[config.mk]
export PLATFORM = sky130hd
export DESIGN_NAME = aq_rst_req_ctrl
export DESIGN_NICKNAME = d
export VERILOG_FILES = /design/src/rtl/aq_rst_req_ctrl_pkg.sv /design/src/rtl/aq_rst_req_sync.sv /design/src/rtl/aq_rst_req_ctrl.sv
export SDC_FILE = /design/constraint.sdc
export NUM_CORES = 1
export LEC_CHECK = 0
export BUFFER_PORTS_ARGS = -buffer_cell sky130_fd_sc_hd__buf_2
export CORE_UTILIZATION = 45
export DETAILED_ROUTE_END_ITERATION = 7
export GPL_ROUTABILITY_DRIVEN = 0
export GPL_TIMING_DRIVEN = 1
export PLACE_DENSITY = 0.71
export RECOVER_POWER = 50
export SETUP_SLACK_MARGIN = 0.05
export SYNTH_ARGS = -nofsm -noshare
export SYNTH_HDL_FRONTEND = slang
export SYNTH_SLANG_ARGS = --single-unit
[constraint.sdc]
create_clock -name forever_cpuclk -period 3.3 [get_ports forever_cpuclk]
set_input_delay 0.495 -clock forever_cpuclk [delete_from_list [all_inputs] [get_ports forever_cpuclk]]
set_output_delay 0.495 -clock forever_cpuclk [all_outputs]
set_load 0.02 [all_outputs]
[src/rtl/aq_rst_req_ctrl_pkg.sv]
// Shared encodings for the reset-request controller: FSM states and cause bit positions.
// Latency: n/a (constants and a pure helper function only).
// Backpressure: n/a.
package aq_rst_req_ctrl_pkg;

    // FSM state encodings; values are kept stable for existing debug tooling
    localparam logic [1:0] ST_IDLE    = 2'b00;
    localparam logic [1:0] ST_ASSERT  = 2'b01;
    localparam logic [1:0] ST_HOLD    = 2'b10;
    localparam logic [1:0] ST_RELEASE = 2'b11;

    // Bit positions inside rst_cause
    localparam int CAUSE_SW  = 0;
    localparam int CAUSE_WDT = 1;
    localparam int CAUSE_HAD = 2;

    typedef logic [1:0] rst_state_t;
    typedef logic [2:0] rst_cause_t;

    // The request line is driven low only while asserting or stretching
    function automatic logic req_active(input rst_state_t st);
        return (st == ST_ASSERT) || (st == ST_HOLD);
    endfunction

endpackage

[src/rtl/aq_rst_req_sync.sv]
// Two-flop synchronizer for the reset-tree feedback, async reset to 0.
// Latency: 2 forever_cpuclk cycles from sync_in to sync_out.
// Backpressure: none; free-running sampler.
module aq_rst_req_sync (
    input  logic forever_cpuclk,
    input  logic pad_cpu_rst_b,
    input  logic sync_in,
    output logic sync_out
);

    logic [1:0] sync_ff;

    // Shift the asynchronous input through two flops to settle metastability
    always_ff @(posedge forever_cpuclk or negedge pad_cpu_rst_b) begin
        if (!pad_cpu_rst_b) begin
            sync_ff <= 2'b00;
        end else begin
            sync_ff <= {sync_ff[0], sync_in};
        end
    end

    assign sync_out = sync_ff[1];

endmodule

[src/rtl/aq_rst_req_ctrl.sv]
// Merges SW/WDT/HAD reset requests into one registered, glitch-free active-low rst_req_b and records the cause.
// Latency: request in cycle 0 -> rst_req_b low in cycle 1; release HOLD_CYC cycles after the synchronized ack.
// Backpressure: requests arriving while a sequence is in flight are dropped. Optional ack timeout: AQ_RST_REQ_TMO_EN.
module aq_rst_req_ctrl
    import aq_rst_req_ctrl_pkg::*;
#(
    parameter int HOLD_CYC = 16,
    parameter int CNT_W    = 8,
    parameter int TMO_CYC  = 255
) (
    input  logic       forever_cpuclk,
    input  logic       pad_cpu_rst_b,
    input  logic       pad_yy_scan_mode,
    input  logic       sw_rst_req,
    input  logic       wdt_rst_req,
    input  logic       had_rst_req,
    input  logic       core0_rst_b,
    input  logic       rst_cause_clr,
    output logic       rst_req_b,
    output logic       rst_busy,
    output logic [2:0] rst_cause,
    output logic       rst_cause_vld,
    output logic       rst_tmo_err
);

    localparam logic [CNT_W-1:0] CNT_ONE   = {{(CNT_W-1){1'b0}}, 1'b1};
    localparam logic [CNT_W-1:0] HOLD_LAST = CNT_W'(HOLD_CYC - 1);
    localparam logic [CNT_W-1:0] TMO_LAST  = CNT_W'(TMO_CYC - 1);
`ifdef AQ_RST_REQ_TMO_EN
    localparam logic [CNT_W-1:0] WAIT_STEP = CNT_ONE;
`else
    // Without the timeout the ack waits are unbounded and the counter idles there
    localparam logic [CNT_W-1:0] WAIT_STEP = '0;
`endif

    rst_state_t     state, state_nxt;
    logic [CNT_W-1:0] cnt, cnt_nxt;
    logic           ack_b;
    logic           any_req;
    logic           accept;
    logic           tmo_hit;
    logic           rst_req_ff;
    logic           busy_ff;
    rst_cause_t     req_vec;
    rst_cause_t     cause_ff;
    logic           cause_vld_ff;

    aq_rst_req_sync u_ack_sync (
        .forever_cpuclk (forever_cpuclk),
        .pad_cpu_rst_b  (pad_cpu_rst_b),
        .sync_in        (core0_rst_b),
        .sync_out       (ack_b)
    );

    assign req_vec[CAUSE_SW]  = sw_rst_req;
    assign req_vec[CAUSE_WDT] = wdt_rst_req;
    assign req_vec[CAUSE_HAD] = had_rst_req;
    assign any_req = |req_vec;
    assign accept  = (state == ST_IDLE) && any_req && !pad_yy_scan_mode;

`ifdef AQ_RST_REQ_TMO_EN
    // Only meaningful while waiting in ASSERT (ack low) or RELEASE (ack high)
    assign tmo_hit = ((state == ST_ASSERT) && ack_b || (state == ST_RELEASE) && !ack_b)
                     && (cnt == TMO_LAST);
`else
    logic [CNT_W-1:0] tmo_cfg_unused;
    assign tmo_cfg_unused = TMO_LAST;
    assign tmo_hit        = 1'b0;
`endif

    // Next-state and counter logic; one counter serves both hold stretch and ack timeout
    always_comb begin
        state_nxt = state;
        cnt_nxt   = cnt;
        case (state)
            ST_IDLE: begin
                if (accept) begin
                    state_nxt = ST_ASSERT;
                    cnt_nxt   = '0;
                end
            end
            ST_ASSERT: begin
                if (!ack_b) begin
                    state_nxt = ST_HOLD;
                    cnt_nxt   = '0;
                end else if (tmo_hit) begin
                    state_nxt = ST_IDLE;
                    cnt_nxt   = '0;
                end else begin
                    cnt_nxt = cnt + WAIT_STEP;
                end
            end
            ST_HOLD: begin
                if (cnt == HOLD_LAST) begin
                    state_nxt = ST_RELEASE;
                    cnt_nxt   = '0;
                end else begin
                    cnt_nxt = cnt + CNT_ONE;
                end
            end
            ST_RELEASE: begin
                if (ack_b || tmo_hit) begin
                    state_nxt = ST_IDLE;
                    cnt_nxt   = '0;
                end else begin
                    cnt_nxt = cnt + WAIT_STEP;
                end
            end
            default: begin
                state_nxt = ST_IDLE;
                cnt_nxt   = '0;
            end
        endcase
    end

    // State, counter and flopped request/busy outputs (registered so the async reset input never sees a decode glitch)
    always_ff @(posedge forever_cpuclk or negedge pad_cpu_rst_b) begin
        if (!pad_cpu_rst_b) begin
            state      <= ST_IDLE;
            cnt        <= '0;
            rst_req_ff <= 1'b1;
            busy_ff    <= 1'b0;
        end else begin
            state      <= state_nxt;
            cnt        <= cnt_nxt;
            rst_req_ff <= !req_active(state_nxt);
            busy_ff    <= (state_nxt != ST_IDLE);
        end
    end

    // Cause capture at acceptance; a capture beats a simultaneous clear
    always_ff @(posedge forever_cpuclk or negedge pad_cpu_rst_b) begin
        if (!pad_cpu_rst_b) begin
            cause_ff     <= '0;
            cause_vld_ff <= 1'b0;
        end else if (accept) begin
            cause_ff     <= req_vec;
            cause_vld_ff <= 1'b1;
        end else if (rst_cause_clr) begin
            cause_ff     <= '0;
            cause_vld_ff <= 1'b0;
        end
    end

`ifdef AQ_RST_REQ_TMO_EN
    logic tmo_err_ff;

    // Sticky ack-timeout flag, cleared together with the cause
    always_ff @(posedge forever_cpuclk or negedge pad_cpu_rst_b) begin
        if (!pad_cpu_rst_b) begin
            tmo_err_ff <= 1'b0;
        end else if (tmo_hit) begin
            tmo_err_ff <= 1'b1;
        end else if (rst_cause_clr) begin
            tmo_err_ff <= 1'b0;
        end
    end

    assign rst_tmo_err = tmo_err_ff;
`else
    assign rst_tmo_err = 1'b0;
`endif

    // Scan forces the request inactive right at the pin; the sequence itself keeps running
    assign rst_req_b     = pad_yy_scan_mode ? 1'b1 : rst_req_ff;
    assign rst_busy      = busy_ff;
    assign rst_cause     = cause_ff;
    assign rst_cause_vld = cause_vld_ff;

endmodule

* Word-level counts from Yosys, hierarchy flattened *
Cells that the tools add are included.

cells by class
  reduce and logical (&&, ||, !) cells = 10
  add/sub/neg operators = 1
  eq/ne operators = 9
  muxes and demuxes = 15

operators with widths
  operator             count
  $mux 8               4
  $pmux 8 s4           1
  $add 8x1->8 const B  1
  $eq 8x4->1 const B   1
  $mux 2               4
  $pmux 2 s4           1
  $eq 2x2->1 const B   3
  $mux 3               2
  $eq 2x1->1 const B   2
  $ne 2x2->1 const B   2
  $reduce_bool 2->1    2
  $mux 1               3
  $reduce_and 3->1     1
  $reduce_or 3->1      1
  $logic_and 1x1->1    2
  $logic_not 1->1      2
  $logic_not 2->1      1
  $ne 2x1->1 const B   1
  $logic_or 1x1->1     1

storage, ports and cells
  logic and storage cells = 42
  input bits = 8
  output and inout port bits = 7
  register bits = 18

* Depth between registers and ports, before layout *
  depth in word-level cells = 8
  depth in mapped cells = 7
  depth with buffers taken out = 7

* By module *
From an unflattened synthesis, not the netlist that was laid out.

second synthesis, totals
  cells, all modules = 75
  area, all modules = 844.6 µm²

by module, submodules not included
  module           cells each  times used  sequential area each (µm²)  area each (µm²)
  aq_rst_req_ctrl  73          1           401.6                       794.5
  aq_rst_req_sync  2           1           50.0                        50.0

* Worst setup path before layout *
Ideal clock, no wire load.

  kind = in2reg
  from = input port pad_yy_scan_mode
  to = register rst_req_ff
  stages = 6
  buffers on the path = 0
  library setup time = 0.058 ns
  required time = 3.242 ns
  arrival = 1.534 ns
  setup slack = 1.708 ns
  cell sequence = nor3_1 nor2b_1 a21oi_1 o21a_1 ha_1 inv_1

between the ends
  word-level cells in the longest chain between the ends = 7
  elaborated cells on any way between the ends = 8
  classes of those cells = eq/ne (2); mux (2); reduce/logical (4)

RTL lines
  what                                             line                       source
  start: declaration                               aq_rst_req_ctrl.sv:13      input logic pad_yy_scan_mode,
  $logic_not 1->1 (*)                              aq_rst_req_ctrl.sv:59      assign accept = (state == ST_IDLE) && any_req && !pad_yy_scan_mode;
  $logic_and 1x1->1 (*)                            aq_rst_req_ctrl.sv:59
  $mux 2 (*)                                       aq_rst_req_ctrl.sv:77      if (accept) begin
  $pmux 2 s4 (*)                                   aq_rst_req_ctrl.sv:75      case (state)
  $eq 2x1->1 / $eq 2x2->1 (equally long branches)  aq_rst_req_ctrl_pkg.sv:22  return (st == ST_ASSERT) || (st == ST_HOLD);
  $logic_or 1x1->1 (*)                             aq_rst_req_ctrl_pkg.sv:22
  $logic_not 1->1 (*)                              aq_rst_req_ctrl.sv:126     rst_req_ff <= !req_active(state_nxt);
  end signal: assignment                           aq_rst_req_ctrl.sv:126
  end: declaration                                 aq_rst_req_ctrl.sv:42      logic rst_req_ff;

Mark *: on every way between the ends. The rest lies on a longest branch, timed or not.
A chain may end at the register's enable or synchronous reset.

* Final worst setup path *
  from = register state[1]
  to = register rst_req_ff

between the ends
  word-level cells in the longest chain between the ends = 8
  elaborated cells on any way between the ends = 15
  classes of those cells = eq/ne (5); mux (5); reduce/logical (5)

RTL lines
  what                                             line                                          source
  start: declaration                               aq_rst_req_ctrl.sv:36                         rst_state_t state, state_nxt;
  start signal: assignment                         aq_rst_req_ctrl.sv:124                        state <= state_nxt;
  $logic_not 2->1                                  aq_rst_req_ctrl.sv:59, aq_rst_req_ctrl.sv:75
  $logic_and 1x1->1 (2 in series)                  aq_rst_req_ctrl.sv:59
  $mux 2                                           aq_rst_req_ctrl.sv:77
  $pmux 2 s4 (*)                                   aq_rst_req_ctrl.sv:75
  $eq 2x1->1 / $eq 2x2->1 (equally long branches)  aq_rst_req_ctrl_pkg.sv:22
  $logic_or 1x1->1 (*)                             aq_rst_req_ctrl_pkg.sv:22
  $logic_not 1->1 (*)                              aq_rst_req_ctrl.sv:126

Marks and branches as above.

==> metrics.csv <==
metric;value;unit
outcome;completed;
rsz0062_at_grt;false;
synth.cell_area;867;sq um
drc;0;
cts_tree;yes;
hp-class;in -> async;
yosys_warnings;0;
powerDensity;767;mW/mm^2
rows;15;
power;752;uW
io_pins;15;
grt_pass1_wl;2550;microns
routed_wl;1520;microns
yosysSeqAreaShare;52.1;%
hold_ws;0.293;ns
finClkSkew;0.0117;ns
ys_ff_latch;18;
htree_levels;1;
max-slew-margin-rel;40.3;%
fin_crit_sh;54.2;%
setup_viol;0;
place_ws;1.43;ns
layout-area-overhead-vs-synth;13.1;%
antenna_found_initial;0;
clk_pin_slew;0.10;ns
synth_nets;92;
io_buffers;13;
syn-instance-count;82;
start_kind;register;
crit_required;3.53;ns
stdcell_count;123;
clock_latency;0.29;ns
drv_slew;0;
crit_slowest_cell;dfrtp_1;
via_per_inst;5.10;
hold_viol_final;0;
crit_family;simple AND/OR/NAND/NOR gates;
finalSetupTns;0;ns
fin_crit;1.79;ns
via_count;627;
detail_route.first_pass.iterations;4;
post_cts_resized;0;
grt_use_total;17.8;%
worst_pin_slew;0.896;ns
cts_setup_buffers;0;
ff2ff_path_depth;6;
cap_violations;0;
p_leak;0.490;nW
cp_max_fo;8;
wl_per_cell;12.4;microns
nets;109;
ant_nets;0;
place_inst;119;
dp_hpwl;1140;microns
yosysUniqueCellTypes;33;
crit_type;reg -> reg;
arrival;2.02;ns
rrSetupSlack;1.51;ns
r2r_start;state[1];
path_cells;nor3_1, nor2b_1, a21oi_1, o21a_1, ha_1, inv_1;
fp.coreArea;0.00176;sq mm
clock_path_buffers;2;
setup_ws;1.51;ns
final_common_cell;dfrtp_1;
crit_path_max_incr_delay;0.46;ns
first_global_vias;561;
holdBufCountCts;0;
numCtsBuffers;3;
drt-initial-drc-count;10;
crit_buf_inv;1;
die_x;45.9;microns
synth_area_per_cell;10.6;sq um
grt_max_degree;19;
antenna_cells;0;
startpoint;state[1];
final_cell_mix;dfrtp_1, buf_2, nor3_1, o21ai_0, nand2_1;
max_freq;559;MHz
timing.rr.end;rst_req_ff;
die_area;0.00211;sq mm
cts-root-buf;clkbuf_4;
peakVddDrop;0.493;mV
cts.sinks;18;
start_util;49.1;%
worst_setup_path_end_kind;register;
drive_gt1_share;26.5;%
die_h;45.9;microns
grt.overflow.total;0;
## final cells by class
cell class | instances | area (sq um)
fill | 178 | 783
multi-input combinational | 58 | 389
inverter | 5 | 18.8
clock buffer | 4 | 26.3
timing repair buffer | 13 | 63.8
tap | 25 | 31.3
sequential | 18 | 452
## synthesized netlist by cell type
| cell type | count | area share [%] |
|---|---|---|
| a21oi_1 | 1 | 0.58 |
| nor3_1 | 6 | 3.5 |
| nand2_1 | 6 | 2.6 |
| a211o_1 | 1 | 1.0 |
| a31o_2 | 1 | 1.0 |
| mux2_2 | 1 | 1.3 |
| a22o_2 | 2 | 2.3 |
| or3_4 | 1 | 1.3 |
| o21ai_0 | 6 | 3.5 |
| and3_1 | 1 | 0.72 |
| nand2b_1 | 1 | 0.72 |
| dfstp_2 | 1 | 3.0 |
| o21a_1 | 1 | 0.87 |
| a221o_2 | 1 | 1.3 |
| ha_1 | 2 | 2.9 |
| o21a_4 | 1 | 1.7 |
| and3_2 | 1 | 0.87 |
| a221o_1 | 1 | 1.2 |
| a22o_1 | 3 | 3.0 |
| nand4b_1 | 1 | 1.0 |
| nor2b_1 | 4 | 2.9 |
| conb_1 | 1 | 0.43 |
| or2_2 | 2 | 1.4 |
| xor2_1 | 1 | 1.0 |
| dfrtp_1 | 17 | 49 |
| inv_1 | 5 | 2.2 |
| nand3_1 | 3 | 1.7 |
| a21o_1 | 2 | 1.7 |
| a31oi_1 | 1 | 0.72 |
| and2b_1 | 1 | 0.87 |
| nor2_1 | 4 | 1.7 |
| buf_4 | 1 | 0.87 |
| o2bb2ai_1 | 1 | 1.0 |
## kinds of logic (layout without fill, tap and decap cells)
logic type,Yosys count,count (layout),share of synthesized area (%)
xor+xnor,1,1,1.01
fa+ha+maj,2,2,2.89
buf+inv,6,22,3.03
compound gates,22,22,19.9
mux,1,1,1.30
simple gates,31,31,19.3
flops,18,18,52.1
other cells,1,1,0.432
## power by group
part	internal, mW	leakage, nW	switching (mW)	total [mW]
sequential	0.288	0.230	0.0537	0.342
combinational	0.133	0.245	0.166	0.299
clock	0.0469	0.0150	0.0644	0.111
total	0.468	0.490	0.284	0.752
## how the worst max path moves through the flow
stage / to / cells after the start / slack (ns)
2_1_floorplan: rst_req_ff / 6 / 1.71
3_3_place_gp: rst_req_ff / 7 / 1.51
3_5_place_dp: rst_req_ff / 7 / 1.43
4_1_cts: rst_req_ff / 6 / 1.50
5_1_grt: rst_req_ff / 6 / 1.35
6_report: rst_req_ff / 6 / 1.51
## registers in the layout, summed over array words and instances (netlist names)
signal,count
u_ack_sync.sync_ff,2
rst_req_ff,1
rst_cause_vld,1
cnt,8
rst_cause,3
rst_busy,1
state,2
## metal layers
layer / track usage, % / share of wire, % / wire length, microns / up-vias
li1: - / - / - / 325
met2: 25.9 / 42 / 639 / 17
met4: 7.06 / 1.5 / 23 / 0
met3: 4.76 / 5.0 / 76 / 2
met5: 0 / 0 / 0 / -
met1: 24.9 / 51 / 781 / 283
## per-stage QoR
stage | cell area, sq um | util (%)
floorplan | 867 | -
CTS | 982 | 55.7
finish | 981 | 55.6
global placement | 956 | 54.2
detailed placement | 956 | 54.2
global route | 981 | 55.6
## worst register-to-register path: cells and delay by family, from the launching register on
kind	cells	cell delay [ns]
flip-flops	1	0.46
AND/OR/NAND/NOR	2	0.68
adder cells (fa/ha/maj)	1	0.28
buffers and inverters	1	0.05
AO/OA/AOI/OAI	2	0.27
(Power assumes the default switching activity.)
